==> config.mk <==
export PLATFORM = sky130hd
export DESIGN_NAME = memgen_rr_arbiter
export DESIGN_NICKNAME = d
export VERILOG_FILES = /design/src/rtl/memgen_arb_pkg.sv /design/src/rtl/memgen_rr_pick.sv /design/src/rtl/memgen_rr_arbiter.sv
export SDC_FILE = /design/constraint.sdc
export NUM_CORES = 1
export LEC_CHECK = 0
export CAP_MARGIN = 15
export CORE_MARGIN = 10
export CORE_UTILIZATION = 37
export DETAILED_ROUTE_END_ITERATION = 6
export GPL_TIMING_DRIVEN = 0
export PLACE_DENSITY = 0.9
export SKIP_LAST_GASP = 1
export SLEW_MARGIN = 20
export SYNTH_ARGS = -nofsm -noshare
export SYNTH_HDL_FRONTEND = slang
export SYNTH_SLANG_ARGS = --single-unit
==> constraint.sdc <==
create_clock -name clock -period 1.6 [get_ports clock]
set_input_delay 0.16 -clock clock [delete_from_list [all_inputs] [get_ports clock]]
set_output_delay 0.16 -clock clock [all_outputs]
set_load 0.03 [all_outputs]
==> src/rtl/memgen_arb_pkg.sv <==
// -----------------------------------------------------------------------------
// memgen_arb_pkg
// Shared definitions for the memory-initialising round-robin arbiter:
//   - default address / data widths
//   - controller state encoding (ST_INIT sweeps the memory, ST_RUN arbitrates)
// -----------------------------------------------------------------------------
package memgen_arb_pkg;

  localparam int DEF_ADDR_W = 10;
  localparam int DEF_DATA_W = 16;

  // Width of the optional per-requester grant counters.
  localparam int STAT_W = 16;

  typedef enum logic {
    ST_INIT = 1'b0,
    ST_RUN  = 1'b1
  } arb_state_e;

endpackage

==> src/rtl/memgen_rr_pick.sv <==
// -----------------------------------------------------------------------------
// memgen_rr_pick
// Two-way round-robin selector. The grant is purely combinational from the
// current valids and the "last winner" pointer; the pointer only moves when a
// grant is actually issued. After reset the pointer says requester 1 won last,
// so requester 0 is preferred on the first contended cycle.
//
// Ports
//   clock     in   rising-edge clock
//   reset     in   synchronous, active-high reset
//   en_i      in   arbitration enabled (0 forces both grants low)
//   valid0_i  in   requester 0 has a pending access
//   valid1_i  in   requester 1 has a pending access
//   grant0_o  out  requester 0 granted this cycle
//   grant1_o  out  requester 1 granted this cycle
// -----------------------------------------------------------------------------
module memgen_rr_pick (
  input  logic clock,
  input  logic reset,
  input  logic en_i,
  input  logic valid0_i,
  input  logic valid1_i,
  output logic grant0_o,
  output logic grant1_o
);

  // 1 = requester 1 received the most recent grant.
  logic last1_q;
  logic last1_d;

  // Grant selection and pointer next-state.
  always_comb begin
    grant0_o = 1'b0;
    grant1_o = 1'b0;
    last1_d  = last1_q;
    if (en_i) begin
      if (valid0_i && valid1_i) begin
        // Contention: serve whoever did not win last time.
        grant0_o = last1_q;
        grant1_o = ~last1_q;
      end else begin
        grant0_o = valid0_i;
        grant1_o = valid1_i;
      end
      if (grant0_o) begin
        last1_d = 1'b0;
      end else if (grant1_o) begin
        last1_d = 1'b1;
      end else begin
        last1_d = last1_q;
      end
    end else begin
      grant0_o = 1'b0;
      grant1_o = 1'b0;
      last1_d  = last1_q;
    end
  end

  // Round-robin pointer register.
  always_ff @(posedge clock) begin
    if (reset) begin
      last1_q <= 1'b1;
    end else begin
      last1_q <= last1_d;
    end
  end

endmodule

==> src/rtl/memgen_rr_arbiter.sv <==
// -----------------------------------------------------------------------------
// memgen_rr_arbiter
// Front end for a single-port memory macro shared by two requesters.
// After reset the whole memory is written with INIT_VAL (one word per cycle,
// address 0 upward). Once the last address is written, init_done rises and
// the two requesters are arbitrated round-robin, one access per cycle.
// A read granted in cycle T returns mem_rd_data on rspN_rdata in cycle T+1
// with rspN_valid high for that single cycle; rspN_rdata then holds it.
//
// Optional feature (macro MEMGEN_ARB_STATS_EN): adds grant_cnt0/grant_cnt1,
// saturating 16-bit per-requester grant counters cleared by reset.
//
// Ports
//   clock, reset                 clock and synchronous active-high reset
//   reqN_valid/_we/_addr/_wdata  requester N access (held while not ready)
//   reqN_ready                   requester N granted this cycle
//   rspN_valid/_rdata            read response for requester N
//   mem_chip_en/_wr_en/_rd_en    memory macro controls
//   mem_addr/_wr_data            memory address and write data
//   mem_rd_data                  memory read data (one cycle after rd_en)
//   init_done                    initialization finished, requests accepted
//   grant_cnt0/1                 grant counters (MEMGEN_ARB_STATS_EN only)
// -----------------------------------------------------------------------------
module memgen_rr_arbiter
  import memgen_arb_pkg::*;
#(
  parameter int                ADDR_W   = DEF_ADDR_W,
  parameter int                DATA_W   = DEF_DATA_W,
  parameter logic [DATA_W-1:0] INIT_VAL = {DATA_W{1'b0}}
) (
  input  logic              clock,
  input  logic              reset,
  input  logic              req0_valid,
  output logic              req0_ready,
  input  logic              req0_we,
  input  logic [ADDR_W-1:0] req0_addr,
  input  logic [DATA_W-1:0] req0_wdata,
  input  logic              req1_valid,
  output logic              req1_ready,
  input  logic              req1_we,
  input  logic [ADDR_W-1:0] req1_addr,
  input  logic [DATA_W-1:0] req1_wdata,
  output logic              rsp0_valid,
  output logic [DATA_W-1:0] rsp0_rdata,
  output logic              rsp1_valid,
  output logic [DATA_W-1:0] rsp1_rdata,
  output logic              mem_chip_en,
  output logic              mem_wr_en,
  output logic              mem_rd_en,
  output logic [ADDR_W-1:0] mem_addr,
  output logic [DATA_W-1:0] mem_wr_data,
  input  logic [DATA_W-1:0] mem_rd_data,
  output logic              init_done
`ifdef MEMGEN_ARB_STATS_EN
  ,
  output logic [STAT_W-1:0] grant_cnt0,
  output logic [STAT_W-1:0] grant_cnt1
`endif
);

  localparam logic [ADDR_W-1:0] LAST_ADDR = {ADDR_W{1'b1}};
  localparam logic [ADDR_W-1:0] ADDR_ONE  = {{(ADDR_W-1){1'b0}}, 1'b1};
  localparam logic [ADDR_W-1:0] ADDR_ZERO = {ADDR_W{1'b0}};
  localparam logic [DATA_W-1:0] DATA_ZERO = {DATA_W{1'b0}};

  arb_state_e        state_q, state_d;
  logic [ADDR_W-1:0] init_addr_q, init_addr_d;
  logic              run_s;
  logic              grant0_s, grant1_s;
  logic              rsp0_pend_q, rsp0_pend_d;
  logic              rsp1_pend_q, rsp1_pend_d;
  logic [DATA_W-1:0] rsp0_hold_q, rsp0_hold_d;
  logic [DATA_W-1:0] rsp1_hold_q, rsp1_hold_d;

  // Reset overrides everything combinational, so outputs are 0 while it is high.
  assign run_s = (state_q == ST_RUN) && !reset;

  // Init sweep / run state next-state logic.
  always_comb begin
    state_d     = state_q;
    init_addr_d = init_addr_q;
    case (state_q)
      ST_INIT: begin
        // The last address hands over to RUN instead of wrapping.
        if (init_addr_q == LAST_ADDR) begin
          state_d = ST_RUN;
        end else begin
          init_addr_d = init_addr_q + ADDR_ONE;
        end
      end
      ST_RUN: begin
        state_d = ST_RUN;
      end
      default: begin
        state_d     = ST_INIT;
        init_addr_d = ADDR_ZERO;
      end
    endcase
  end

  // State and init address registers.
  always_ff @(posedge clock) begin
    if (reset) begin
      state_q     <= ST_INIT;
      init_addr_q <= ADDR_ZERO;
    end else begin
      state_q     <= state_d;
      init_addr_q <= init_addr_d;
    end
  end

  memgen_rr_pick u_pick (
    .clock    (clock),
    .reset    (reset),
    .en_i     (run_s),
    .valid0_i (req0_valid),
    .valid1_i (req1_valid),
    .grant0_o (grant0_s),
    .grant1_o (grant1_s)
  );

  // Memory macro drive: init sweep, granted access, or idle.
  always_comb begin
    mem_chip_en = 1'b0;
    mem_wr_en   = 1'b0;
    mem_rd_en   = 1'b0;
    mem_addr    = ADDR_ZERO;
    mem_wr_data = DATA_ZERO;
    if (reset) begin
      mem_chip_en = 1'b0;
    end else if (state_q == ST_INIT) begin
      mem_chip_en = 1'b1;
      mem_wr_en   = 1'b1;
      mem_addr    = init_addr_q;
      mem_wr_data = INIT_VAL;
    end else if (grant0_s) begin
      mem_chip_en = 1'b1;
      mem_wr_en   = req0_we;
      mem_rd_en   = ~req0_we;
      mem_addr    = req0_addr;
      mem_wr_data = req0_wdata;
    end else if (grant1_s) begin
      mem_chip_en = 1'b1;
      mem_wr_en   = req1_we;
      mem_rd_en   = ~req1_we;
      mem_addr    = req1_addr;
      mem_wr_data = req1_wdata;
    end else begin
      mem_chip_en = 1'b0;
    end
  end

  // Response tracking: a read grant marks the next cycle as the data cycle;
  // the data seen in that cycle is captured so rdata can hold it afterwards.
  always_comb begin
    rsp0_pend_d = grant0_s & ~req0_we;
    rsp1_pend_d = grant1_s & ~req1_we;
    rsp0_hold_d = rsp0_hold_q;
    rsp1_hold_d = rsp1_hold_q;
    if (rsp0_pend_q) begin
      rsp0_hold_d = mem_rd_data;
    end else begin
      rsp0_hold_d = rsp0_hold_q;
    end
    if (rsp1_pend_q) begin
      rsp1_hold_d = mem_rd_data;
    end else begin
      rsp1_hold_d = rsp1_hold_q;
    end
  end

  // Response registers; reset discards any read still in flight.
  always_ff @(posedge clock) begin
    if (reset) begin
      rsp0_pend_q <= 1'b0;
      rsp1_pend_q <= 1'b0;
      rsp0_hold_q <= DATA_ZERO;
      rsp1_hold_q <= DATA_ZERO;
    end else begin
      rsp0_pend_q <= rsp0_pend_d;
      rsp1_pend_q <= rsp1_pend_d;
      rsp0_hold_q <= rsp0_hold_d;
      rsp1_hold_q <= rsp1_hold_d;
    end
  end

  // Handshake and response outputs. Read data passes straight through in the
  // data cycle because the macro only presents it one cycle after rd_en.
  always_comb begin
    req0_ready = grant0_s;
    req1_ready = grant1_s;
    init_done  = run_s;
    rsp0_valid = rsp0_pend_q & ~reset;
    rsp1_valid = rsp1_pend_q & ~reset;
    rsp0_rdata = DATA_ZERO;
    rsp1_rdata = DATA_ZERO;
    if (reset) begin
      rsp0_rdata = DATA_ZERO;
      rsp1_rdata = DATA_ZERO;
    end else begin
      rsp0_rdata = rsp0_pend_q ? mem_rd_data : rsp0_hold_q;
      rsp1_rdata = rsp1_pend_q ? mem_rd_data : rsp1_hold_q;
    end
  end

`ifdef MEMGEN_ARB_STATS_EN
  localparam logic [STAT_W-1:0] STAT_MAX = {STAT_W{1'b1}};
  localparam logic [STAT_W-1:0] STAT_ONE = {{(STAT_W-1){1'b0}}, 1'b1};

  logic [STAT_W-1:0] cnt0_q, cnt0_d;
  logic [STAT_W-1:0] cnt1_q, cnt1_d;

  // Saturating grant counters.
  always_comb begin
    cnt0_d = cnt0_q;
    cnt1_d = cnt1_q;
    if (grant0_s && (cnt0_q != STAT_MAX)) begin
      cnt0_d = cnt0_q + STAT_ONE;
    end else begin
      cnt0_d = cnt0_q;
    end
    if (grant1_s && (cnt1_q != STAT_MAX)) begin
      cnt1_d = cnt1_q + STAT_ONE;
    end else begin
      cnt1_d = cnt1_q;
    end
  end

  // Grant counter registers.
  always_ff @(posedge clock) begin
    if (reset) begin
      cnt0_q <= {STAT_W{1'b0}};
      cnt1_q <= {STAT_W{1'b0}};
    end else begin
      cnt0_q <= cnt0_d;
      cnt1_q <= cnt1_d;
    end
  end

  assign grant_cnt0 = reset ? {STAT_W{1'b0}} : cnt0_q;
  assign grant_cnt1 = reset ? {STAT_W{1'b0}} : cnt1_q;
`else
  // Statistics disabled: grants are not counted and no counter ports exist.
`endif

endmodule
==> run summary, run 1 <==
The worst setup path is captured at an output pin. The maximum number of pins on one net before global-route repair came out at 15. The area growth from synthesis to layout is 91.1%.

The share of synthesized area in the top cell type comes to 41.4%. The portion of the clock cycle consumed by the worst path in the final layout came out at 121%. TritonCTS built the clock tree.

The number of search-and-repair iterations in the first detailed-routing pass came out at 4. The highest fanout seen on the critical path came out at 5. The path class of the lowest-slack min-delay path is input port to register. The startpoint type of the worst setup path is a register.

The count of input and output buffers came out at 139. The via count of the first global-routing pass came out at 2,696. The fraction of final layout cells sized beyond drive strength 1 is 37.6%. The startpoint-to-endpoint class of the critical path is register to output pin. The mean routed wirelength per cell is 23.4 microns. The via count of the routed design came out at 2,806. In this run, distinct cell masters in the synthesized netlist total 47. The longest clock path from root to sink contains 2 buffers. The delay of the slowest critical-path stage is 0.35 ns. The final antenna-violating net count is 0. The placed cell count is 460. The final reports fail on negative setup slack. The worst supply voltage drop on vdd came out at 0.579 mV.

The power density over the cells came out at 530 nW/um^2. Of all cell types, the one taking the most synthesized area is dfxtp_1. The first-pass GRT wire length is 15,300 microns. The clock insertion delay at the later pin of the skew report is 0.30 ns. The final cell count without fillers is 492.

Sequential cells burn 52.1% of the power. In the layout the commonest cells are clkdlybuf4s50_1, nor2_1, dfxtp_1. Once the floorplan was initialized, standard cells occupied 37.8% of the core. Static timing analysis puts the maximum clock frequency at 0.515 GHz. On the final layout, the worst hold slack is 0.439 ns. Setup repair after global routing could not meet its margin everywhere. Ranked by total cell area, the synthesized netlist is headed by dfxtp_1, mux2i_1, nor2_1. The register clock-pin slew on the reported worst setup and hold paths is 0.09 ns.

The synthesized netlist net count is 321. After the first detailed-routing iteration, the DRC count stood at 369. The tree built by TritonCTS fans out to 46 sinks.

The net switching fraction of the power is 25.4%. The horizontal die dimension is 97.5 microns. At the end of the flow the core is filled with cells to 72.2%.

The tool flagged a number of max-cap violations equal to 0. The HPWL after detailed placement came out at 6970 microns. The critical path launch point is state_q. The total negative slack for setup checks came out at -5.65 ns. The overall global routing resource usage is 19.5%. For this run, asynchronously set or reset flops after synthesis account for 0%. The routed design has 11,500 microns of wire.

The total overflow left after global routing is 0. Among all stages on the critical path, the largest delay is contributed by dfxtp_2. The number of buffers and inverters on the critical path is 4. The time the worst path needs with I/O delays and setup came out at 1.94 ns. On the final layout, the worst clock skew is 0.00982 ns. The share of synthesized area occupied by flip-flops and latches came out at 41.4%. Buffers inserted during clock tree synthesis total 5.

The final net count came out at 491. At the end of routability-driven placement, the weighted congestion stood at 0.847. Summed over all nets, the switching power comes to 573 uW. The library cell used most frequently in the layout, excluding fill and tap cells, is clkdlybuf4s50_1. The worst-margin pin slew is 0.385 ns. The number of antenna violations at the first check in global routing is 0. The relative slew slack is 74.3%. The arrival time at the worst endpoint is 1.78 ns. The worst setup margin came out at -0.341 ns.

The die covers 9510 sq um. The detail-routed via count per cell is 5.70. The part of the power in the clock network came out at 31.4%. The worst register-to-register path begins at init_addr_q[3]. The total internal power is 1.68 mW. Traced cell by cell, the critical path runs through nand2b_4 -> inv_4 -> and2_4 -> buf_12 -> buf_16 -> a22oi_2 -> nand2_1 -> buf_6. The post-synthesis area per instance is 9.03 sq um. The worst path required time is 1.44 ns. The leakage power of the design came out at 1.75 nW. The number of pins exceeding their max-slew limit in the final report is 0. The combinational cell fraction of total power is 16.4%. The cell area after synthesis came out at 2220 sq um. The number of I/O pins came out at 140. The filler cell count in the final layout is 368. The H-tree was split into 2 levels. The most used flip-flop cell after synthesis is dfxtp_1. Setup violations remaining at the end of the flow were counted as 35. For this run, design rule violations remaining after detail routing come to 0. The repair_antennas step left the layout with diodes totalling 0. The hold path startpoint is req1_valid. Prior to clock tree synthesis, the placed netlist has a worst setup slack of -1.02 ns. The number of enable-type register cells in the synthesized netlist came out at 0. The initialized floorplan defines 28 standard-cell rows. The die span in y is 97.5 microns. On the critical path the largest part of the delay comes from buffers and inverters. The number of flip-flops and latches in the synthesized netlist came out at 46. The root buffer cell chosen for the clock tree is clkbuf_8. The flow ran to the end, but the final reports show violations.

The number of hold violations in the final report came to 0. The total number of yosys warnings came out at 0. The core region is 5890 sq um. Counting every instance in the synthesized netlist gives 246.
==> synth_stat cells, types with 2 or more instances <==
| cell type | count |
|---|---|
| nor2b_1 | 5 |
| buf_2 | 9 |
| a21oi_1 | 3 |
| xnor2_1 | 2 |
| clkbuf_1 | 7 |
| inv_2 | 2 |
| inv_1 | 2 |
| buf_6 | 2 |
| a31oi_1 | 4 |
| a22oi_1 | 4 |
| nand2_1 | 7 |
| a22o_1 | 14 |
| nor3_1 | 11 |
| dfxtp_1 | 46 |
| nor2_1 | 54 |
| a211oi_1 | 3 |
| a221oi_1 | 8 |
| nand3_1 | 2 |
| mux2i_1 | 33 |
==> repair_timing <==
| action | in CTS | in global routing |
|---|---|---|
| hold endpoints to repair | 0 | 0 |
| setup endpoints to repair | 70 | 68 |
| cloned | 2 | 4 |
| setup buffers | 9 | 11 |
| hold buffers | 0 | 0 |
| pin swaps | 13 | 15 |
| gates resized for setup | 378 | 78 |
==> metal layers <==
metal,vias up,wire length [microns],GRT usage (%)
li1,1226,-,-
met1,1354,4400,21.6
met2,195,5720,34.6
met3,31,1000,4.84
met4,0,386,8.05
met5,-,0,0
==> worst paths after layout <==
path / slack (ns) / endpoint / cells after the start
min reg2reg: 0.51 / rsp1_hold_q[14] / 2
max: -0.34 / mem_addr[3] / 8
max reg2reg: 0.07 / init_addr_q[5] / 4
min: 0.44 / u_pick.last1_q / 2
==> sequential cells by signal, indices dropped and copies added, names as in the netlist <==
name	count
state_q	1
rsp1_pend_q	1
rsp1_hold_q	16
rsp0_pend_q	1
init_addr_q	10
rsp0_hold_q	16
u_pick.last1_q	1
==> area by class of cell <==
cell class              instances  area (sq um)  area share, %
plain buffers                  17           171           4.04
clock buffers                   6          72.6           1.71
clock inverters                 2          13.8          0.324
inverters                       5          33.8          0.796
multi-input cells             177          1430           33.7
flip-flops and latches         46           926           21.8
well taps                      75          93.8           2.21
repair buffers                164          1500           35.4
==> through the flow <==
stage / total power, mW / instance area (sq um)
2_1_floorplan: 1.28 / 2270
3_3_place_gp: 1.50 / 3750
3_5_place_dp: 1.51 / 3750
4_1_cts: 2.20 / 4000
5_1_grt: 2.31 / 4250
6_report: 2.25 / 4250
==> power by group through the flow <==
stage	clock network [mW]	logic, mW	registers, mW
after CTS	0.705	0.330	1.17
after detailed placement	0	0.318	1.19
after global placement	0	0.311	1.19
after floorplan	0	0.0882	1.19
after global routing	0.753	0.386	1.17
final	0.708	0.370	1.17
==> worst reg2reg max path: cells and delay by family, from the launching register on <==
family / cells / cell delay, ns
simple gates: 2 / 0.54
flops: 1 / 0.51
compound gates: 1 / 0.11
mux: 1 / 0.27
==> logic make-up after synthesis <==
kind of cell	count (synthesis)	synth area share, %
simple gates	94	20.3
flops	46	41.4
compound gates	44	15.9
mux	34	15.4
buf+inv	24	5.24
xor+xnor	3	1.18
fa+ha+maj	1	0.563
Note: power is estimated with default switching activity, not from simulation.
==> inputs of run 2 (changes only) <==
--- a/config.mk
+++ b/config.mk
@@ -7,10 +7,11 @@
 export LEC_CHECK = 0
 export CAP_MARGIN = 15
 export CORE_MARGIN = 10
-export CORE_UTILIZATION = 37
+export CORE_UTILIZATION = 33
 export DETAILED_ROUTE_END_ITERATION = 6
 export GPL_TIMING_DRIVEN = 0
-export PLACE_DENSITY = 0.9
+export PLACE_DENSITY = 0.85
+export REMOVE_ABC_BUFFERS = 1
 export SKIP_LAST_GASP = 1
 export SLEW_MARGIN = 20
 export SYNTH_ARGS = -nofsm -noshare
==> constraint.sdc (replaced) <==
create_clock -name clock -period 1.7 [get_ports clock]
set_input_delay 0.17 -clock clock [delete_from_list [all_inputs] [get_ports clock]]
set_output_delay 0.17 -clock clock [all_outputs]
set_load 0.03 [all_outputs]
==> run 2 against run 1 <==
Compared with the run above: the flow still finishes with violations (negative setup slack); register-to-register slack hardly changed; clock skew decreased by 0.0060 ns; clock-buffer cell count decreased by 1; die area increased by 9.6%; global-route usage fell by 3.5 points; non-clock buffer count fell by 19; first-iteration DRC count decreased by 78%; sequential share of layout area is 1.1 points higher.
==> run summary, run 2 (synthesis gave the netlist of run 1 again) <==
The overall global routing resource usage came to 16.0% (-3.5 points). The mean routed wirelength per cell is 19.4 microns (-17%). The routed metal-1 wire length is 3550 microns (-19%). The count of input and output buffers is 139 (unchanged).

The arrival time at the worst endpoint was 1.68 ns (-0.10 ns). The fraction of final layout cells sized beyond drive strength 1 came out at 28.8% (-8.9 points). The TritonCTS clock tree is yes.

The worst supply voltage drop on vdd is 0.280 mV (-52%). The setup clock skew after layout was 0.00378 ns (-0.00604 ns). The power density over the cells came out at 511 nW/um^2 (-3.6%). The number of I/O pins is 140 (unchanged). The register clock-pin slew on the reported worst setup and hold paths is 0.09 ns (about the same). The post-detailed-placement cell area came out at 3630 sq um (-3.3%). The highest metal layer carrying signal wires in the routed design is met4. The number of diodes added for antenna fixing came out at 0 (unchanged).

The worst path in the final design needs a cycle of 1.85 ns, including I/O delays and setup. The post-route cell area came out at 4070 sq um (-4.1%). The detail-routed via count per cell came to 5.28 (-7.4%). Based on the critical path, the design can be clocked at up to 0.541 GHz. Setup repair after global routing could not meet its margin everywhere.

The first-pass GRT wire length came out at 13,300 microns (-13%). The final net count came out at 477 (-2.9%). The number of hold violations in the final report is 0 (unchanged). The library cell used most frequently in the layout, excluding fill and tap cells, is clkdlybuf4s50_1. The checks that failed: negative setup slack.

Dividing the final minimum period by the clock period gives 109%. The clock sink count came out at 46 (unchanged). In the layout the commonest cells are clkdlybuf4s50_1, nor2_1, dfxtp_1. The total length of routed met3 wires is 747 microns (-25%).

The worst path required time is 1.53 ns (+0.09 ns). The final cell count without fillers came out at 480 (-2.4%). The number of pins exceeding their max-slew limit in the final report is 0 (unchanged). The met2 wire length is 4820 microns (-16%). The via count of the first global-routing pass came out at 2,581 (-4.3%). The core occupancy in the finished layout came out at 63.1% (-9.1 points).

The total DRC errors in the routed layout is 0 (unchanged). The number of failing setup endpoints in the final timing report came out at 23 (-34%). The clock insertion delay at the later pin of the skew report came out at 0.29 ns (about the same). The run finished, with violations left. The leakage power of the design came to 1.69 nW (-3.4%).

The count of hold buffers inserted by post-cts repair is 0 (unchanged). The horizontal die dimension is 102 microns (+4.7%). The filler cell count in the final layout is 559 (+52%).

The CTS H-tree depth is 2 (unchanged). The placeable core region came out at 6460 sq um (+9.7%). The worst setup path is captured at an output pin.

The placed cell count came out at 444 (-3.5%). The area growth from synthesis to final layout is 83.3%. The floorplan row count is 29 (+3.6%). The worst setup margin was -0.149 ns (+0.193 ns). The worst-margin pin slew is 0.322 ns (-0.0632 ns). In the final layout, the registers with the most flip-flops are rsp0_hold_q (16), rsp1_hold_q (16), init_addr_q (10). The maximum clock path buffer count is 2 (unchanged). The overall power consumption came out at 2.08 mW (-7.5%). The HPWL after detailed placement came out at 6160 microns (-12%).

The relative slew slack came to 78.2% (+3.9 points). The iteration-0 DRC count of the detailed router is 81 (-78%). The die span in y is 102 microns (+4.7%). The worst setup path is of the register to output pin kind. The maximum number of pins on one net before global-route repair is 24 (+9). The full die area came out at 10,400 sq um (+9.6%). The final RePlAce weighted congestion is 0.769 (-9.2%). The number of antenna violations at the first check in global routing is 0 (unchanged). The starting density of the core came out at 34.4% (-3.3 points). The number of search-and-repair iterations in the first detailed-routing pass was 4 (unchanged). The via count of the routed design came out at 2,535 (-9.7%).

The startpoint type of the worst setup path is a register. The residual overflow from global routing is 0 (unchanged). The cell sitting at the root of the clock tree is a clkbuf_8.

The path class of the lowest-slack min-delay path is input port to register. The final antenna-violating net count came out at 0 (unchanged). The number of maximum-capacitance violations came out at 0 (unchanged).

The routed wire length came out at 9320 microns (-19%). The highest fanout seen on the critical path came out at 5 (unchanged). The TritonCTS buffer count came out at 5 (unchanged).
## run 2: metal layers
layer  GRT usage (%)  up-vias
met3            6.48       18
li1                -     1206
met5               0        -
met1            16.2     1193
met2            29.9      118
met4            3.80        0
## run 2: layout make-up
cell class,instances,area [sq um],share of cell area [%]
repair buffers,162,1530,37.6
multi-input cells,179,1360,33.4
flip-flops and latches,46,933,22.9
well taps,77,96.3,2.37
clock buffers,5,68.8,1.69
inverters,5,32.5,0.799
repair inverters,3,28.8,0.707
clock inverters,3,21.3,0.522
## run 2: worst max-delay path: stages (launching register included)
cell,delay [ns]
dfxtp_2,0.35
nand2b_4,0.15
nand3_4,0.22
clkinv_4,0.12
a221oi_2,0.30
nor3_2,0.07
buf_4,0.17
## run 2: per-stage QoR
| stage | hold WS [ns] | TNS [ns] | worst slack (ns) |
|---|---|---|---|
| 2_1_floorplan | 0.239 | -8.41 | -0.634 |
| 3_3_place_gp | 0.489 | -145.31 | -2.42 |
| 3_5_place_dp | 0.499 | -40.90 | -1.01 |
| 5_1_grt | 0.180 | -3.35 | -0.225 |
| 4_1_cts | 0.162 | -1.37 | -0.184 |
| 6_report | 0.176 | -1.84 | -0.149 |
## run 2: report_power, final
group | switching (mW) | internal (mW) | leakage [nW]
sequential | 0.0169 | 1.08 | 0.373
clock | 0.372 | 0.289 | 0.0441
combinational | 0.119 | 0.203 | 1.27
total | 0.508 | 1.57 | 1.69
## run 2: repair_timing
item,CTS,global route
setup endpoints to repair,67,57
resized for setup,265,74
setup buffers,15,6
gates cloned,7,0
pin swaps,6,17
## run 2: worst paths after layout
path / start / end / cells after the start / slack [ns]
setup reg to reg: state_q / init_addr_q[5] / 5 / 0.06
hold / removal: reset / init_addr_q[0] / 2 / 0.18
setup / recovery: u_pick.last1_q / mem_addr[8] / 6 / -0.15
hold reg to reg: rsp0_hold_q[2] / rsp0_hold_q[2] / 2 / 0.51
==> inputs of run 3 (changes only) <==
--- a/config.mk
+++ b/config.mk
@@ -5,6 +5,7 @@
 export SDC_FILE = /design/constraint.sdc
 export NUM_CORES = 1
 export LEC_CHECK = 0
+export ABC_CLOCK_PERIOD_IN_PS = 1700
 export CAP_MARGIN = 15
 export CORE_MARGIN = 10
 export CORE_UTILIZATION = 33
@@ -12,6 +13,7 @@
 export GPL_TIMING_DRIVEN = 0
 export PLACE_DENSITY = 0.85
 export REMOVE_ABC_BUFFERS = 1
+export SKIP_CTS_REPAIR_TIMING = 1
 export SKIP_LAST_GASP = 1
 export SLEW_MARGIN = 20
 export SYNTH_ARGS = -nofsm -noshare
==> run 3 against run 2 <==
Compared with the run above: the run still ends with negative setup slack left; clock skew grew 0.0033 ns; wire length shrank 6.6%; via count decreased by 3.9%; clock-buffer cell count did not move; hold slack got worse by 0.0095 ns; register-to-register slack improved by 0.03 ns; utilization rose by 0.50 points; final area up 0.80%; combinational power is 6.2% lower; critical endpoint is now mem_addr[7]; largest cell class unchanged; largest power group unchanged.
==> run summary, run 3 (synthesis gave the netlist of run 1 again) <==
The total internal power is 1.56 mW (-0.66%). STA classifies the critical path startpoint as a register. TritonCTS built the clock tree. The core occupancy in the finished layout came to 63.6% (+0.50 points). The starting density of the core is 34.4% (unchanged). The CTS H-tree depth came out at 2 (unchanged). The sequential cell fraction of total power came out at 53.2% (+0.5 points). The HPWL after detailed placement was 6160 microns (unchanged). The portion of the clock cycle consumed by the worst path in the final layout came to 112% (+3.4 points). The via count of the routed design is 2,435 (-3.9%).

The checks that failed: negative setup slack. The number of failing setup endpoints in the final timing report came out at 24 (+4.3%). The number of maximum-capacitance violations is 0 (unchanged).

The most common library cell in the layout ignoring fill and taps is clkdlybuf4s50_1. The largest registers in the layout are rsp0_hold_q (16), rsp1_hold_q (16), init_addr_q (10). The final RePlAce weighted congestion is 0.769 (unchanged). The post-detailed-placement cell area came out at 3630 sq um (unchanged). The maximum clock path buffer count is 2 (unchanged). The number of hold violations in the final report is 0 (unchanged). The number of antenna violations at the first check in global routing came out at 0 (unchanged). The worst path required time came out at 1.53 ns (about the same). The full die area came to 10,400 sq um (unchanged). The highest fanout seen on the critical path is 7 (+2).

The number of diodes added for antenna fixing is 0 (unchanged). The relative slew slack came out at 75.1% (-3.1 points). In this run the clock root is driven by a clkbuf_8.

The residual overflow from global routing is 0 (unchanged). The floorplan row count is 29 (unchanged). The setup clock skew after layout came out at 0.00706 ns (+0.00327 ns). The signal on the critical path passes through nand2b_4 -> inv_4 -> nand3_4 -> inv_8 -> a221oi_1 -> nor3_1 -> buf_4.

The placeable core region is 6460 sq um (unchanged). The horizontal die dimension is 102 microns (unchanged). The startpoint-to-endpoint class of the critical path is register to output pin. The final antenna-violating net count came out at 0 (unchanged). The net switching fraction of the power came out at 24.0% (-0.39 points). The fraction of final layout cells sized beyond drive strength 1 was 19.9% (-8.8 points). STA classifies the critical path endpoint as an output pin. The placed cell count came out at 444 (unchanged). The clock sink count is 46 (unchanged). The path class of the lowest-slack min-delay path is input port to register. The arrival time at the worst endpoint is 1.74 ns (+0.06 ns). The maximum achievable frequency came out at 0.524 GHz (-3.0%). The via count of the first global-routing pass came out at 2,260 (-12%). The worst setup margin came to -0.207 ns (-0.0580 ns).

The worst-margin pin slew came out at 0.373 ns (+0.0506 ns). The number of I/O pins came out at 140 (unchanged). The detail-routed via count per cell came to 5.15 (-2.5%). The delay of the slowest critical-path stage came to 0.41 ns (+0.06 ns). The final cell count without fillers is 473 (-1.5%). The number of search-and-repair iterations in the first detailed-routing pass is 4 (unchanged). The combinational cell fraction of total power came out at 14.7% (-0.8 points). The routed wire length is 8700 microns (-6.6%).

The area growth from synthesis to final layout is 84.7%. The first-pass GRT wire length is 11,700 microns (-12%). The number of pins exceeding their max-slew limit in the final report is 0 (unchanged). The slowest stage of the critical path is the dfxtp_4 cell. The total DRC errors in the routed layout is 0 (unchanged). The iteration-0 DRC count of the detailed router is 56 (-31%). The part of the power in the clock network is 32.1% (+0.3 points).

The mean routed wirelength per cell is 18.4 microns (-5.2%). In the layout the commonest cells are clkdlybuf4s50_1, nor2_1, dfxtp_1. The switching component of the power is 494 uW (-2.7%).

The filler cell count in the final layout came out at 534 (-4.5%). Setup repair after global routing could not meet its margin everywhere. The power density over the cells came out at 501 nW/um^2 (-1.9%). The clock insertion delay at the later pin of the skew report is 0.29 ns (about the same).

The overall global routing resource usage came out at 13.9% (-2.1 points). The maximum number of pins on one net before global-route repair came out at 38 (+58%). The final net count was 470 (-1.5%). The TritonCTS buffer count is 5 (unchanged). The count of input and output buffers came out at 139 (unchanged). The run finished, with violations left. The worst supply voltage drop on vdd came out at 0.286 mV (+2.2%). The post-route cell area was 4110 sq um (+0.80%). The time the worst path needs with I/O delays and setup is 1.91 ns (+0.0580 ns).

The die span in y came out at 102 microns (unchanged). The register clock-pin slew on the reported worst setup and hold paths came out at 0.08 ns (about the same). The leakage power of the design is 2.24 nW (+33%).
run 3: layout make-up:
type                    count  area (sq um)  share of cell area [%]
repair buffers            156          1650                    40.2
multi-input cells         178          1280                    31.2
flip-flops and latches     46           933                    22.7
well taps                  77          96.3                    2.35
clock buffers               5          68.8                    1.68
inverters                   5          28.8                   0.701
repair inverters            3          26.3                   0.640
clock inverters             3          21.3                   0.518
run 3: power groups by stage:
stage / Sequential [mW] / Clock, mW / Combinational (mW)
2_1_floorplan: 1.12 / 0 / 0.0621
3_3_place_gp: 1.12 / 0 / 0.277
3_5_place_dp: 1.12 / 0 / 0.289
4_1_cts: 1.10 / 0.682 / 0.291
5_1_grt: 1.10 / 0.721 / 0.323
6_report: 1.09 / 0.660 / 0.302
run 3: metal layers:
metal	vias to the layer above	track usage (%)	part of all wire, %
met4	0	2.28	1.9
met5	-	0	0
met1	1134	14.7	40
met2	99	25.7	51
met3	13	5.53	7.2
li1	1189	-	-
run 3: worst max-delay path, delay by kind of cell, from the launching register on:
kind / cells / cell delay [ns]
compound gates: 1 / 0.09
buf+inv: 3 / 0.45
flops: 1 / 0.41
simple gates: 3 / 0.50
run 3: final timing paths:
check	from	to	slack [ns]	depth (start not counted)
setup / recovery	state_q	mem_addr[7]	-0.21	7
hold / removal	reset	init_addr_q[0]	0.17	2
setup reg to reg	state_q	init_addr_q[5]	0.09	4
hold reg to reg	rsp0_hold_q[2]	rsp0_hold_q[2]	0.51	2
run 3: stage by stage:
step,setup TNS (ns),setup slack [ns],hold WS [ns],total power [mW]
finish,-2.23,-0.207,0.166,2.06
global route,-4.78,-0.369,0.165,2.14
CTS,-62.32,-1.34,0.285,2.07
detailed placement,-40.90,-1.01,0.499,1.41
global placement,-145.31,-2.42,0.489,1.40
floorplan,-8.41,-0.634,0.239,1.18
